`src/rtl/ps2_pkg.sv`:
```
// ---------------------------------------------------------------------------
// ps2_pkg : scancodes, direction encodings and receiver states.  Rev 1.0
// ---------------------------------------------------------------------------
`default_nettype none

package ps2_pkg;

  typedef logic [3:0] dir_t;   // {right, down, left, up}

  localparam logic [7:0] SC_W         = 8'h1D;
  localparam logic [7:0] SC_A         = 8'h1C;
  localparam logic [7:0] SC_S         = 8'h1B;
  localparam logic [7:0] SC_D         = 8'h23;
  localparam logic [7:0] SC_ENTER     = 8'h5A;
  localparam logic [7:0] SC_BREAK     = 8'hF0;
  localparam logic [7:0] SC_EXT       = 8'hE0;
  localparam logic [7:0] SC_UP_EXT    = 8'h75;
  localparam logic [7:0] SC_LEFT_EXT  = 8'h6B;
  localparam logic [7:0] SC_DOWN_EXT  = 8'h72;
  localparam logic [7:0] SC_RIGHT_EXT = 8'h74;

  localparam dir_t DIR_UP    = 4'b0001;
  localparam dir_t DIR_LEFT  = 4'b0010;
  localparam dir_t DIR_DOWN  = 4'b0100;
  localparam dir_t DIR_RIGHT = 4'b1000;

  localparam logic [1:0] RX_IDLE   = 2'd0;
  localparam logic [1:0] RX_DATA   = 2'd1;
  localparam logic [1:0] RX_PARITY = 2'd2;
  localparam logic [1:0] RX_STOP   = 2'd3;

  // Swapping the two halves maps up<->down and left<->right.
  function automatic dir_t opposite_dir(input dir_t d);
    return {d[1:0], d[3:2]};
  endfunction

endpackage

`default_nettype wire

```
`src/rtl/ps2_rx.sv`:
```
// ---------------------------------------------------------------------------
// ps2_rx : PS/2 frame receiver with synchronisers, parity and timeout. Rev 1.0
// ---------------------------------------------------------------------------
`default_nettype none

module ps2_rx
  import ps2_pkg::*;
#(
  parameter int TIMEOUT_CYCLES = 100000
) (
  input  logic       clk,
  input  logic       rst_n,
  input  logic       kb_clk,
  input  logic       kb_data,
  output logic [7:0] rx_byte,
  output logic       rx_valid,
  output logic       rx_err
);

  localparam int            CW       = $clog2(TIMEOUT_CYCLES + 1);
  localparam logic [CW-1:0] TMO_LAST = CW'(TIMEOUT_CYCLES - 1);

  logic [1:0]    clk_sync;
  logic [1:0]    dat_sync;
  logic          clk_prev;
  logic          fall;
  logic          bit_in;
  logic          timeout;

  logic [1:0]    state;
  logic [2:0]    bit_cnt;
  logic [7:0]    shift;
  logic          parity_bit;
  logic [CW-1:0] tmo_cnt;

  // Synchronisers reset high so an idle bus produces no spurious edge.
  always_ff @(posedge clk or negedge rst_n) begin
    if (!rst_n) begin
      clk_sync <= 2'b11;
      dat_sync <= 2'b11;
      clk_prev <= 1'b1;
    end else begin
      clk_sync <= {clk_sync[0], kb_clk};
      dat_sync <= {dat_sync[0], kb_data};
      clk_prev <= clk_sync[1];
    end
  end

  assign fall    = clk_prev & ~clk_sync[1];
  assign bit_in  = dat_sync[1];
  assign timeout = (state != RX_IDLE) && (tmo_cnt == TMO_LAST);

  always_ff @(posedge clk or negedge rst_n) begin
    if (!rst_n) begin
      state      <= RX_IDLE;
      bit_cnt    <= 3'd0;
      shift      <= 8'h00;
      parity_bit <= 1'b0;
      tmo_cnt    <= '0;
      rx_byte    <= 8'h00;
      rx_valid   <= 1'b0;
      rx_err     <= 1'b0;
    end else begin
      rx_valid <= 1'b0;
      rx_err   <= 1'b0;
      // Timeout takes priority over a coincident clock edge.
      if (timeout) begin
        state   <= RX_IDLE;
        tmo_cnt <= '0;
        rx_err  <= 1'b1;
      end else if (fall) begin
        tmo_cnt <= '0;
        case (state)
          RX_IDLE: begin
            if (!bit_in) begin
              state   <= RX_DATA;
              bit_cnt <= 3'd0;
            end else begin
              rx_err  <= 1'b1;
            end
          end
          RX_DATA: begin
            shift   <= {bit_in, shift[7:1]};
            bit_cnt <= bit_cnt + 3'd1;
            if (bit_cnt == 3'd7) state <= RX_PARITY;
          end
          RX_PARITY: begin
            parity_bit <= bit_in;
            state      <= RX_STOP;
          end
          RX_STOP: begin
            if (bit_in && (^{shift, parity_bit})) begin
              rx_byte  <= shift;
              rx_valid <= 1'b1;
            end else begin
              rx_err   <= 1'b1;
            end
            state <= RX_IDLE;
          end
          default: state <= RX_IDLE;
        endcase
      end else if (state != RX_IDLE) begin
        tmo_cnt <= tmo_cnt + CW'(1);
      end
    end
  end

endmodule

`default_nettype wire

```
`src/rtl/ps2_direction_decoder.sv`:
```
// ---------------------------------------------------------------------------
// ps2_direction_decoder : PS/2 keys to held Snake direction and start. Rev 1.0
// ---------------------------------------------------------------------------
`default_nettype none

module ps2_direction_decoder
  import ps2_pkg::*;
#(
  parameter int   TIMEOUT_CYCLES = 100000,
  parameter dir_t INIT_DIR       = 4'b1000,
  parameter bit   BLOCK_REVERSE  = 1'b1
) (
  input  logic       master_clk,
  input  logic       reset_n,
  input  logic       KB_clk,
  input  logic       data,
  output logic       up,
  output logic       left,
  output logic       down,
  output logic       right,
  output logic       start,
  output logic [7:0] code,
  output logic       code_valid,
  output logic       frame_err
);

  logic [7:0] rx_byte;
  logic       rx_valid;
  logic       rx_err;

  dir_t       dir;
  logic       start_q;
  logic       brk;
  logic       ext;
  dir_t       req_dir;
  logic       enter_hit;

  ps2_rx #(
    .TIMEOUT_CYCLES (TIMEOUT_CYCLES)
  ) u_rx (
    .clk      (master_clk),
    .rst_n    (reset_n),
    .kb_clk   (KB_clk),
    .kb_data  (data),
    .rx_byte  (rx_byte),
    .rx_valid (rx_valid),
    .rx_err   (rx_err)
  );

  always_comb begin
    req_dir   = '0;
    enter_hit = 1'b0;
    if (!ext) begin
      case (rx_byte)
        SC_W:     req_dir   = DIR_UP;
        SC_A:     req_dir   = DIR_LEFT;
        SC_S:     req_dir   = DIR_DOWN;
        SC_D:     req_dir   = DIR_RIGHT;
        SC_ENTER: enter_hit = 1'b1;
        default:  ;
      endcase
    end else begin
      case (rx_byte)
        SC_UP_EXT:    req_dir = DIR_UP;
        SC_LEFT_EXT:  req_dir = DIR_LEFT;
        SC_DOWN_EXT:  req_dir = DIR_DOWN;
        SC_RIGHT_EXT: req_dir = DIR_RIGHT;
        default:      ;
      endcase
    end
  end

  // Prefix bytes only arm flags; the next ordinary byte consumes and clears them.
  always_ff @(posedge master_clk or negedge reset_n) begin
    if (!reset_n) begin
      dir     <= INIT_DIR;
      start_q <= 1'b0;
      brk     <= 1'b0;
      ext     <= 1'b0;
    end else if (rx_valid) begin
      if (rx_byte == SC_BREAK) begin
        brk <= 1'b1;
      end else if (rx_byte == SC_EXT) begin
        ext <= 1'b1;
      end else begin
        brk <= 1'b0;
        ext <= 1'b0;
        if (!brk) begin
          if ((req_dir != '0) &&
              !(BLOCK_REVERSE && (req_dir == opposite_dir(dir))))
            dir <= req_dir;
          if (enter_hit) start_q <= ~start_q;
        end
      end
    end
  end

  assign {right, down, left, up} = dir;
  assign start      = start_q;
  assign code       = rx_byte;
  assign code_valid = rx_valid;
  assign frame_err  = rx_err;

endmodule

`default_nettype wire
```
`config.mk`:
```
export PLATFORM = sky130hd
export DESIGN_NAME = ps2_direction_decoder
export DESIGN_NICKNAME = d
export VERILOG_FILES = /design/src/rtl/ps2_pkg.sv /design/src/rtl/ps2_rx.sv /design/src/rtl/ps2_direction_decoder.sv
export SDC_FILE = /design/constraint.sdc
export NUM_CORES = 1
export LEC_CHECK = 0
export ABC_AREA = 1
export BUFFER_PORTS_ARGS = -buffer_cell sky130_fd_sc_hd__buf_2
export CORE_MARGIN = 5
export CORE_UTILIZATION = 30
export DETAILED_ROUTE_END_ITERATION = 10
export GPL_ROUTABILITY_DRIVEN = 1
export SYNTH_ARGS = -nofsm -noshare
export SYNTH_HDL_FRONTEND = slang
export SYNTH_HIERARCHICAL = 1
export SYNTH_SLANG_ARGS = --single-unit
```
`constraint.sdc`:
```
create_clock -name master_clk -period 2 [get_ports master_clk]
set_input_delay 0.2 -clock master_clk [delete_from_list [all_inputs] [get_ports master_clk]]
set_output_delay 0.2 -clock master_clk [all_outputs]
set_load 0.05 [all_outputs]
```
=== Word level (Yosys, flattened, before mapping) ===
Index checks and enable logic that the tools add are counted.
Widths: inputs -> output; s select.

* Flip-flop bits (word level): 53
* Bits in latches: 0
* Bits in writable memories: 0
* Memory bits (read-only): 0
* Input port bits: 4
* Output and inout port bits: 15
* Memories: 0

* $add $sub $neg: 2
* $mul: 0
* Div/mod/pow operators: 0
* Order comparisons: 0
* Equality and inequality tests: 21
* Shift operators: 0
* Mux-type cells: 27
* Bitwise operators: 7
* Reduce and logical (&&, ||, !) cells: 20

{| class="wikitable"
|+ Operator list
! kind !! number
|-
| $mux 17 || 3
|-
| $eq 8x7->1 const B || 5
|-
| $pmux 4 s4 || 2
|-
| $eq 8x5->1 const B || 3
|-
| $add 17x1->17 const B || 1
|-
| $eq 17x17->1 const B || 1
|-
| $eq 8x8->1 const B || 2
|-
| $mux 1 || 13
|-
| $reduce_and 5->1 || 2
|-
| $reduce_and 3->1 || 3
|-
| $reduce_xor 9->1 || 1
|-
| $eq 8x6->1 const B || 1
|-
| $mux 2 || 4
|-
| $pmux 2 s4 || 1
|-
| $reduce_and 4->1 || 2
|-
| $not 1->1 || 6
|-
| $pmux 3 s2 || 1
|-
| $reduce_bool 2->1 || 3
|-
| $eq 2x2->1 const B || 2
|-
| $eq 4x4->1 || 1
|-
| $mux 4 || 1
|-
| $ne 2x2->1 const B || 2
|-
| $reduce_and 2->1 || 2
|-
| $reduce_bool 4->1 || 1
|-
| 12 further kinds || 14
|}

=== Depth between registers and ports, before layout ===
Gate-level depths: netlist of the first run.

* Word-level depth: 7
* Depth in mapped cells: 13

=== By module ===
Netlist of the first run, hierarchy kept.

{| class="wikitable"
|+ Modules (own cells, without submodules)
! module !! instances !! cells each !! area each (um^2) !! seq. area each (um^2)
|-
| ps2_rx || 1 || 293 || 2496.1 || 1157.4
|-
| ps2_direction_decoder || 1 || 104 || 653.1 || 176.4
|}

=== Worst setup path before layout of the first run ===
Ideal clock, no wire load.

* Kind: register to register
* Start point: reg u_rx.rx_byte[6]
* End point: reg dir[0]
* Data arrival time: 1.610 ns
* Data required time: 1.880 ns
* Setup slack: 0.271 ns
* Cell stages (with the launch flop): 10
* Buffers on the path: 0
* Clock period less this slack: 1.729 ns
* Cell sequence: dfrtp_1 or2_4 nor2_4 nand2_2 nand2_2 nor2_2 a21oi_4 nand2_4 nand2_1 nand2_1

* Longest elaborated chain between the ends: 7
* Elaborated cells between the ends (all ways): 20

{| class="wikitable"
|+ RTL lines
! what !! line !! text
|-
| start, declared || ps2_rx.sv:15 || <nowiki>output logic [7:0] rx_byte,</nowiki>
|-
| start signal, assigned || ps2_rx.sv:93 || <nowiki>rx_byte <= shift;</nowiki>
|-
| $eq 8x6->1 (tied with other cells) || ps2_direction_decoder.sv:54 || <nowiki>case (rx_byte)</nowiki>
|-
| $pmux 4 s4, on equally long branches || ps2_direction_decoder.sv:54, ps2_direction_decoder.sv:63 ||
|-
| $mux 4 || ps2_direction_decoder.sv:53 || <nowiki>if (!ext) begin</nowiki>
|-
| $eq 4x4->1 || ps2_direction_decoder.sv:90 || <nowiki>!(BLOCK_REVERSE && (req_dir == opposite_dir(dir))))</nowiki>
|-
| $logic_not 1->1 || ps2_direction_decoder.sv:90 ||
|-
| $logic_and 1x1->1 || ps2_direction_decoder.sv:89 || <nowiki>if ((req_dir != '0) &&</nowiki>
|-
| $reduce_and 5->1 (no source line) || - ||
|-
| end signal, assigned || ps2_direction_decoder.sv:91 || <nowiki>dir <= req_dir;</nowiki>
|-
| end, declared || ps2_direction_decoder.sv:31 || <nowiki>dir_t dir;</nowiki>
|}

Several ways; a longest one is shown, not always the timed one.
A chain may end at the register's enable or synchronous reset.

=== Worst setup path after layout of the first run ===
* Start point: reg u_rx.state[0]
* End point: reg u_rx.tmo_cnt[5]

* Longest elaborated chain between the ends: 3
* Elaborated cells between the ends (all ways): 4

{| class="wikitable"
|+ RTL lines
! what !! line !! text
|-
| start, declared || ps2_rx.sv:30 || <nowiki>logic [1:0] state;</nowiki>
|-
| start signal, assigned || ps2_rx.sv:55 || <nowiki>state <= RX_IDLE;</nowiki>
|-
| start signal, assigned || ps2_rx.sv:68 || <nowiki>state <= RX_IDLE;</nowiki>
|-
| start signal, assigned || ps2_rx.sv:76 || <nowiki>state <= RX_DATA;</nowiki>
|-
| $reduce_bool 2->1 * || ps2_rx.sv:51, ps2_rx.sv:102 ||
|-
| $logic_and 1x1->1 || ps2_rx.sv:51 || <nowiki>assign timeout = (state != RX_IDLE) && (tmo_cnt == TMO_LAST);</nowiki>
|-
| $reduce_bool 3->1 (no source line) or $mux 17 (tied branches) || - ||
|-
| end signal, assigned || ps2_rx.sv:103 || <nowiki>tmo_cnt <= tmo_cnt + CW'(1);</nowiki>
|-
| end, declared || ps2_rx.sv:34 || <nowiki>logic [CW-1:0] tmo_cnt;</nowiki>
|}

Mark *: on every way between the ends. The rest lies on a longest branch, timed or not.

==> results of run 1 <==
==> cells in the final DEF, fill, tap and decap left out, types with 4 or more instances in the layout <==
cell type,netlist,final
xor2_1,4,4
dfstp_2,6,6
nand3_1,27,27
nor2_4,4,4
buf_4,0,4
nand2_2,12,12
ha_1,8,8
clkbuf_8,0,6
inv_1,47,47
dfrtp_1,47,47
nor2_1,35,35
a21oi_1,5,5
nand4_1,14,14
o21ai_2,6,6
nand2_1,116,116
o21ai_0,7,7
buf_2,2,18
nor3_1,12,12
o21a_1,5,5
nand2_4,5,5
==> flip-flops by register name, summed over array words and instances (netlist names) <==
| register | cells |
|---|---|
| u_rx/dat_sync | 2 |
| dir | 4 |
| u_rx/bit_cnt | 3 |
| ext | 1 |
| u_rx/tmo_cnt | 17 |
| u_rx/clk_sync | 2 |
| u_rx/parity_bit | 1 |
| brk | 1 |
| start | 1 |
| u_rx/shift | 8 |
| u_rx/rx_byte | 8 |
| u_rx/clk_prev | 1 |
| u_rx/rx_valid | 1 |
| u_rx/rx_err | 1 |
| u_rx/state | 2 |
==> worst max path at each step <==
stage                       to  cells after the start  slack (ns)
2_1_floorplan           dir[0]                      9        0.27
3_3_place_gp   u_rx/tmo_cnt[5]                     10        0.30
3_5_place_dp   u_rx/tmo_cnt[5]                     10        0.22
4_1_cts        u_rx/tmo_cnt[5]                     10        0.20
5_1_grt          u_rx/state[0]                     10        0.07
6_report       u_rx/tmo_cnt[5]                     10        0.23
==> where the power goes <==
| part | leakage [nW] | switching [mW] | internal, mW |
|---|---|---|---|
| logic | 0.980 | 1.07 | 0.549 |
| registers | 0.700 | 0.258 | 1.27 |
| clock network | 0.0512 | 0.364 | 0.282 |
==> per-layer routing <==
layer | wire [µm] | part of all wire (%) | global-route usage [%] | up-vias
met4 | 74 | 1.2 | 2.56 | 0
met2 | 3110 | 48 | 18.5 | 42
met1 | 2980 | 46 | 13.6 | 1213
li1 | - | - | - | 1327
met3 | 270 | 4.2 | 2.32 | 6
met5 | 0 | 0 | 0 | -
==> layout make-up <==
| cell class | count | area (µm²) | share of cell area, % |
|---|---|---|---|
| multi-input cells | 289 | 1600 | 45.2 |
| clock inverters | 2 | 13.8 | 0.389 |
| well taps | 136 | 170 | 4.81 |
| repair buffers | 25 | 150 | 4.24 |
| clock buffers | 6 | 82.6 | 2.33 |
| flip-flops and latches | 53 | 1330 | 37.7 |
| inverters | 51 | 191 | 5.41 |
==> per-stage QoR <==
step                      area [µm²]  total power, mW  setup WS, ns  instances
final                           3540             3.80         0.229        562
after CTS                       3540             3.86         0.202        562
after global routing            3540             4.13        0.0664        562
after detailed placement        3410             3.18         0.219        551
after global placement          3410             3.15         0.297        551
after floorplan                 3150             2.82         0.271        397
==> kinds of logic after synthesis <==
kind of cell    after synthesis  share of synthesized area [%]
xor+xnor                      6                           1.67
compound gates               31                           6.79
buf+inv                      55                           6.87
flops                        53                           42.4
simple gates                244                           39.1
fa+ha+maj                     8                           3.18
==> what timing repair did <==
action	CTS	global route
hold endpoints to repair	24	0
resized for setup	0	0
hold buffers	3	0
==> critical path, cell delays in order, from the launching register on <==
cell and delay (ns):
dfrtp_1 0.41, inv_1 0.10, ha_1 0.23, inv_2 0.11
nand3_2 0.10, nor2_4 0.14, nand2_8 0.10, nand2_4 0.15
buf_4 0.18, a21oi_1 0.05, o21a_1 0.10
==> flow_summary_export.csv, run 1 <==
group,metric,value,unit
worst_setup_path,critPathCaptureType,"flop",
pwr,ir_drop,572,µV
die,row_count,37,
logic_synthesis,synth-main-ff-cell,"dfrtp_1",
finish,nFillCells,1085,
logic_synthesis,synth_top_cell_area_share,37.3,%
logic_synthesis,synth-seq-cells,53,
job,maxCapViolCount,0,
clock_tree,cts_buffers,5,
pwr,powerDensity,1070,nW/µm²
finish,area_delta_synth_final,12.4,%
timing,slew_headroom,55.2,%
clock_tree,htree_levels,2,
worst_setup_path,r2r_start,"u_rx/state[0]",
worst_setup_path,arrival,1.97,ns
timing,fin_crit_sh,88.5,%
clock_tree,clk_pin_slew,0.10,ns
worst_setup_path,critPathMaxFanout,10,
route,num_vias,2588,
clock_tree,clock-sinks,53,
logic_synthesis,post-synth-top-area-cell,"dfrtp_1",
logic_synthesis,yosys-top-cells-area,"dfrtp_1, nand2_1, inv_1, dfstp_2, nand3_1",
grt,grt_pass1_vias,2579,
timing,setup_viol,0,
placement,hpwl,4970,µm
clock_tree,cts_tree,"done",
logic_synthesis,synth_commonest_cells,"nand2_1, dfrtp_1, inv_1",
route,viasPerCell,4.60,
die,dieArea,12600,µm²
timing,finalHoldViolCount,0,
route,first_pass_iters,4,
logic_synthesis,syn_inst,397,
clock_tree,root_buffer,"clkbuf_8",
timing,worst_pin_slew,0.672,ns
worst_setup_path,rr_worst_depth,10,
timing,clock.fmax,0.565,GHz
die,core,10300,µm²
die,ios,19,
clock_tree,clockBufferDepth,2,
logic_synthesis,async_reset_ff_share,100,%
clock_tree,clock_latency,0.30,ns
grt,grt-ovfl-total,0,
timing,finClkSkew,0.0106,ns
worst_setup_path,r2r_slack,0.23,ns
placement,gp_congestion,0.815,
die,die_x,112,µm
timing,final-max-slew-violation-count,0,
logic_synthesis,seq_area_frac_synth,42.4,%
finish,n_antenna_cell,0,
grt,grt_pass1_wl,11500,µm
timing,rsz0062_at_grt,"false",
worst_hold_path,hold_path_end,"u_rx/dat_sync[1]",
timing,fin_hold_ws,0.361,ns
finish,post-route-util,34.5,%
route,avgRoutedWirePerCell,11.4,µm
route,ant_nets,0,
logic_synthesis,synth-edff-count,0,
outcome,outcome,"completed",
finish,layout.nets,437,
finish,drive_above_1_share,19.2,%
worst_setup_path,startpoint,"u_rx/state[0]",
die,die_y,112,µm
logic_synthesis,syn-cell-area,3150,µm²
logic_synthesis,yosysWarningCount,6,
die,initial_core_util,30.6,%
logic_synthesis,avgSynthCellArea,7.93,µm²
timing,setup_tns,0,ns
logic_synthesis,synth_cell_type_count,40,
logic_synthesis,syn_nets,409,
grt,grt_antenna_before_repair,0,
route,drcViolationCount,0,
worst_setup_path,crit_type,"flop to flop",
worst_hold_path,whs_path_depth,0,
grt,grt_usage,10.7,%
worst_hold_path,hold_start,"u_rx/dat_sync[0]",
worst_hold_path,hold_class,"flop to flop",
logic_synthesis,synthMostInstantiatedCell,"nand2_1",
clock_tree,postCtsSetupBuffers,0,
placement,portBuffers,18,
pwr,p_leak,1.73,nW
route,drtIter0Drc,195,
route,drt-total-wl,6430,µm
timing,period_needed,1.77,ns
worst_setup_path,r2r-end,"u_rx/tmo_cnt[5]",
worst_setup_path,cp-start-kind,"flop",
worst_setup_path,crit_required,2.20,ns
grt,grt_max_degree,31,
(Power assumes the default switching activity.)
==> run 2: changes to the inputs <==
- CELL_PAD_IN_SITES_DETAIL_PLACEMENT: default -> 1
- CELL_PAD_IN_SITES_GLOBAL_PLACEMENT: default -> 2
- PLACE_DENSITY_LB_ADDON: default -> 0.1
- TNS_END_PERCENT: default -> 100
==> flow_summary_export.csv, run 2 (synthesis gave the netlist of run 1 again) <==
group,metric,value,unit
worst_hold_path,hold_path_end,"u_rx/dat_sync[1]",
timing,finalHoldViolCount,0,
clock_tree,cts_tree,"done",
finish,fin_area,3550,µm²
grt,grt_pass1_vias,2715,
placement,portBuffers,18,
finish,drive_above_1_share,19.2,%
die,dieArea,12600,µm²
timing,fin_crit_sh,88.0,%
finish,regMostFlops,"u_rx/tmo_cnt",
die,ios,19,
pwr,p_leak,1.73,nW
route,num_vias,2573,
finish,layout.cells.non_filler,563,
clock_tree,clockBufferDepth,2,
worst_hold_path,whs_path_depth,0,
finish,post-route-util,34.5,%
timing,setup_tns,0,ns
worst_hold_path,hold_class,"flop to flop",
timing,finClkSkew,0.00697,ns
outcome,outcome,"completed",
pwr,ir_drop,629,µV
finish,layout.nets,438,
clock_tree,htree_levels,2,
clock_tree,cts_buffers,5,
placement,dpl.cell_count,552,
route,viasPerCell,4.57,
worst_hold_path,hold_start,"u_rx/dat_sync[0]",
placement,hpwl,5690,µm
route,drt-total-wl,7310,µm
worst_setup_path,crit_type,"flop to flop",
die,die_y,112,µm
finish,final_common_cell,"nand2_1",
route,ant_nets,0,
worst_setup_path,crit_required,2.21,ns
die,core,10300,µm²
timing,period_needed,1.76,ns
die,initial_core_util,30.6,%
timing,rsz0062_at_grt,"false",
finish,area_delta_synth_final,12.6,%
placement,place_area,3420,µm²
placement,gp_congestion,0.773,
die,die_x,112,µm
die,row_count,37,
route,first_pass_iters,4,
clock_tree,postCtsSetupBuffers,0,
route,drtIter0Drc,86,
timing,slew_headroom,70.4,%
worst_setup_path,arrival,1.96,ns
pwr,powerDensity,1090,nW/µm²
worst_setup_path,critPathMaxFanout,12,
clock_tree,clock_latency,0.31,ns
clock_tree,clk_pin_slew,0.10,ns
clock_tree,clock-sinks,53,
finish,final_cell_mix,"nand2_1, inv_1, dfrtp_1, nor2_1, nand3_1",
grt,grt-ovfl-total,0,
timing,worst_pin_slew,0.441,ns
worst_setup_path,r2r_start,"u_rx/tmo_cnt[0]",
route,avgRoutedWirePerCell,13.0,µm
worst_setup_path,cp-start-kind,"flop",
clock_tree,root_buffer,"clkbuf_8",
finish,top_regs,"u_rx/tmo_cnt (17), u_rx/rx_byte (8), u_rx/shift (8)",
grt,grt_antenna_before_repair,0,
worst_setup_path,r2r_slack,0.24,ns
finish,n_antenna_cell,0,
grt,grt_pass1_wl,13100,µm
placement,place_ws,0.213,ns
pwr,total_power,3.86,mW
worst_setup_path,r2r-end,"u_rx/state[0]",
timing,fin_ws,0.241,ns
job,maxCapViolCount,0,
timing,setup_viol,0,
clock_tree,ctsResizeCount,0,
grt,grt_usage,12.4,%
worst_setup_path,rr_worst_depth,10,
timing,fin_hold_ws,0.360,ns
timing,clock.fmax,0.568,GHz
route,drcViolationCount,0,
grt,grt_max_degree,29,
worst_setup_path,critPathCaptureType,"flop",
finish,largest_reg_flops,17,
timing,final-max-slew-violation-count,0,
[run 2: changes by cell type in the layout (fill, tap and decap cells not counted), sizes merged]
cell,change
clkbuf,+1
clkinv,-2
clkinvlp,+1
buf,+1
[run 2: layout make-up]
cell class              count  area, µm²
clock buffers               7       86.3
flip-flops and latches     53       1330
fillers                  1283       6730
well taps                 136        170
inverters                  51        191
repair buffers             26        158
clock inverters             1       7.51
multi-input cells         289       1600
[run 2: worst max-delay path, stage by stage (launching register included)]
cell,delay (ns)
dfrtp_1,0.40
ha_1,0.18
nand2_1,0.05
inv_1,0.10
nand4_1,0.14
nor2_4,0.19
nand2_8,0.10
nand2_4,0.17
nand3_1,0.17
nand2_1,0.09
o21ai_1,0.06
[run 2: per-layer routing]
metal	up-vias	wire length [µm]	global-route usage [%]
met2	18	3290	19.6
met3	4	181	2.10
met5	-	0	0
li1	1326	-	-
met4	0	70	3.13
met1	1225	3770	17.6
[run 2: where the power goes]
group,internal (mW),switching [mW]
combinational,0.565,1.10
sequential,1.27,0.261
clock,0.283,0.372
total,2.12,1.74
[run 2: how the worst max path moves through the flow]
stage                    start                to  cells past startpoint  slack [ns]
2_1_floorplan  u_rx/rx_byte[6]            dir[0]                      9        0.27
3_3_place_gp   u_rx/tmo_cnt[0]  u_rx/tmo_cnt[14]                      8        0.26
3_5_place_dp   u_rx/tmo_cnt[0]     u_rx/state[0]                     10        0.21
4_1_cts        u_rx/tmo_cnt[0]     u_rx/state[0]                     10        0.21
5_1_grt        u_rx/tmo_cnt[0]     u_rx/state[0]                     10        0.06
6_report       u_rx/tmo_cnt[0]     u_rx/state[0]                     10        0.24
[run 2: what timing repair did]
item / CTS / global route
hold buffers: 3 / 0
hold endpoints to repair: 49 / 0
endpoints found under the setup margin: 0 / 0
==> run 3: changes to the inputs <==
--- a/config.mk
+++ b/config.mk
@@ -13,2 +13,3 @@
 export CORE_UTILIZATION = 30
+export CTS_BUF_LIST = sky130_fd_sc_hd__clkbuf_8 sky130_fd_sc_hd__clkbuf_16
 export DETAILED_ROUTE_END_ITERATION = 10
--- a/constraint.sdc
+++ b/constraint.sdc
@@ -3,2 +3,2 @@
 set_output_delay 0.2 -clock master_clk [all_outputs]
-set_load 0.05 [all_outputs]
+set_load 0.005 [all_outputs]
==> flow_summary_export.csv, run 3 (synthesis gave the netlist of run 1 again) <==
group,metric,value,unit
timing,fin_ws,0.241,ns
grt,grt-ovfl-total,0,
clock_tree,clock_latency,0.31,ns
route,drcViolationCount,0,
worst_setup_path,slowest_stage,"dfrtp_1",
grt,grt_pass1_vias,2715,
finish,multi_input_area,1600,µm²
route,first_pass_iters,4,
die,dieArea,12600,µm²
placement,hpwl,5690,µm
timing,finalHoldViolCount,0,
die,die_x,112,µm
worst_setup_path,crit_type,"flop to flop",
timing,final-max-slew-violation-count,0,
clock_tree,clk_pin_slew,0.10,ns
route,viasPerCell,4.57,
pwr,p_leak,1.73,nW
finish,area_delta_synth_final,12.6,%
finish,layout.nets,438,
clock_tree,clockBufferDepth,2,
die,core,10300,µm²
timing,worst_pin_slew,0.441,ns
worst_hold_path,hold_path_end,"u_rx/dat_sync[1]",
timing,finClkSkew,0.00713,ns
timing,setup_viol,0,
route,drt-total-wl,7310,µm
route,avgRoutedWirePerCell,13.0,µm
clock_tree,cts_tree,"done",
timing,clock.fmax,0.569,GHz
outcome,outcome,"completed",
route,num_vias,2574,
worst_setup_path,arrival,1.96,ns
worst_setup_path,cp_cell_sequence,"ha_1 -> nand2_1 -> inv_1 -> nand4_1 -> nor2_4 -> nand2_8 -> nand2_4 -> nand3_1 -> nand2_1 -> o21ai_1",
finish,nFillCells,1283,
route,drtIter0Drc,88,
clock_tree,ctsResizeCount,0,
finish,final_common_cell,"nand2_1",
finish,drive_above_1_share,19.2,%
worst_setup_path,crit_top_cell,"nand2_1",
worst_setup_path,critPathMaxFanout,12,
pwr,ir_drop,629,µV
finish,post-route-util,34.5,%
finish,final_cell_mix,"nand2_1, inv_1, dfrtp_1, nor2_1, nand3_1",
die,row_count,37,
finish,seqCellArea,1330,µm²
worst_hold_path,hold_class,"flop to flop",
clock_tree,clock-sinks,53,
worst_setup_path,r2r-end,"u_rx/state[0]",
grt,grt_pass1_wl,13100,µm
grt,grt_max_degree,29,
finish,fin_area,3550,µm²
worst_setup_path,critPathCaptureType,"flop",
timing,fin_hold_ws,0.360,ns
placement,place_area,3420,µm²
timing,period_needed,1.76,ns
finish,largest_reg_flops,17,
grt,grt_antenna_before_repair,0,
timing,rsz0062_at_grt,"false",
die,initial_core_util,30.6,%
route,ant_nets,0,
timing,fin_crit_sh,87.9,%
worst_hold_path,whs_path_depth,0,
worst_setup_path,r2r_start,"u_rx/tmo_cnt[0]",
placement,place_ws,0.213,ns
worst_setup_path,cp-start-kind,"flop",
finish,top_regs,"u_rx/tmo_cnt (17), u_rx/rx_byte (8), u_rx/shift (8)",
clock_tree,root_buffer,"clkbuf_8",
worst_setup_path,cpPeakStageDelay,0.40,ns
finish,layout.cells.non_filler,563,
clock_tree,ctsHoldBuffers,3,
grt,grt_usage,12.4,%
placement,dpl.cell_count,552,
placement,gp_congestion,0.773,
timing,slew_headroom,70.4,%
worst_setup_path,r2r_slack,0.24,ns
job,maxCapViolCount,0,
worst_setup_path,crit_required,2.21,ns
worst_hold_path,hold_start,"u_rx/dat_sync[0]",
pwr,powerDensity,1040,nW/µm²
clock_tree,htree_levels,2,
finish,regMostFlops,"u_rx/tmo_cnt",
pwr,total_power,3.70,mW
die,ios,19,
placement,portBuffers,18,
worst_setup_path,rr_worst_depth,10,
clock_tree,postCtsSetupBuffers,0,
die,die_y,112,µm
clock_tree,cts_buffers,5,
timing,setup_tns,0,ns
finish,n_antenna_cell,0,
run 3: worst max path at each step:
stage	startpoint	end	slack [ns]	cells past startpoint
finish	u_rx/tmo_cnt[0]	u_rx/state[0]	0.24	10
global route	u_rx/tmo_cnt[0]	u_rx/state[0]	0.06	10
CTS	u_rx/tmo_cnt[0]	u_rx/state[0]	0.21	10
detailed placement	u_rx/tmo_cnt[0]	u_rx/state[0]	0.21	10
global placement	u_rx/tmo_cnt[0]	u_rx/tmo_cnt[14]	0.26	8
floorplan	u_rx/state[0]	u_rx/rx_byte[5]	0.30	11
run 3: routing by layer:
layer | part of all wire (%) | vias to the layer above | GRT usage (%)
met5 | 0 | - | 0
met4 | 0.96 | 0 | 3.13
met3 | 2.5 | 4 | 2.10
met2 | 45 | 18 | 19.6
met1 | 52 | 1226 | 17.6
li1 | - | 1326 | -
run 3: cell type report:
cell class,instances,share of cell area (%)
Timing Repair Buffer,26,4.45
Sequential cell,53,37.6
Tap cell,136,4.80
Multi-Input combinational cell,289,45.1
Clock inverter,2,0.318
Clock buffer,6,2.33
Inverter,51,5.40
run 3: worst max-delay path, delay by kind of cell, from the launching register on:
kind / cells / cell delay, ns
compound gates: 1 / 0.06
fa+ha+maj: 1 / 0.18
buf+inv: 1 / 0.10
flops: 1 / 0.40
simple gates: 7 / 0.91
run 3: power breakdown:
group	switching [mW]	internal (mW)
combinational	0.953	0.563
sequential	0.261	1.27
clock	0.372	0.278
total	1.59	2.12
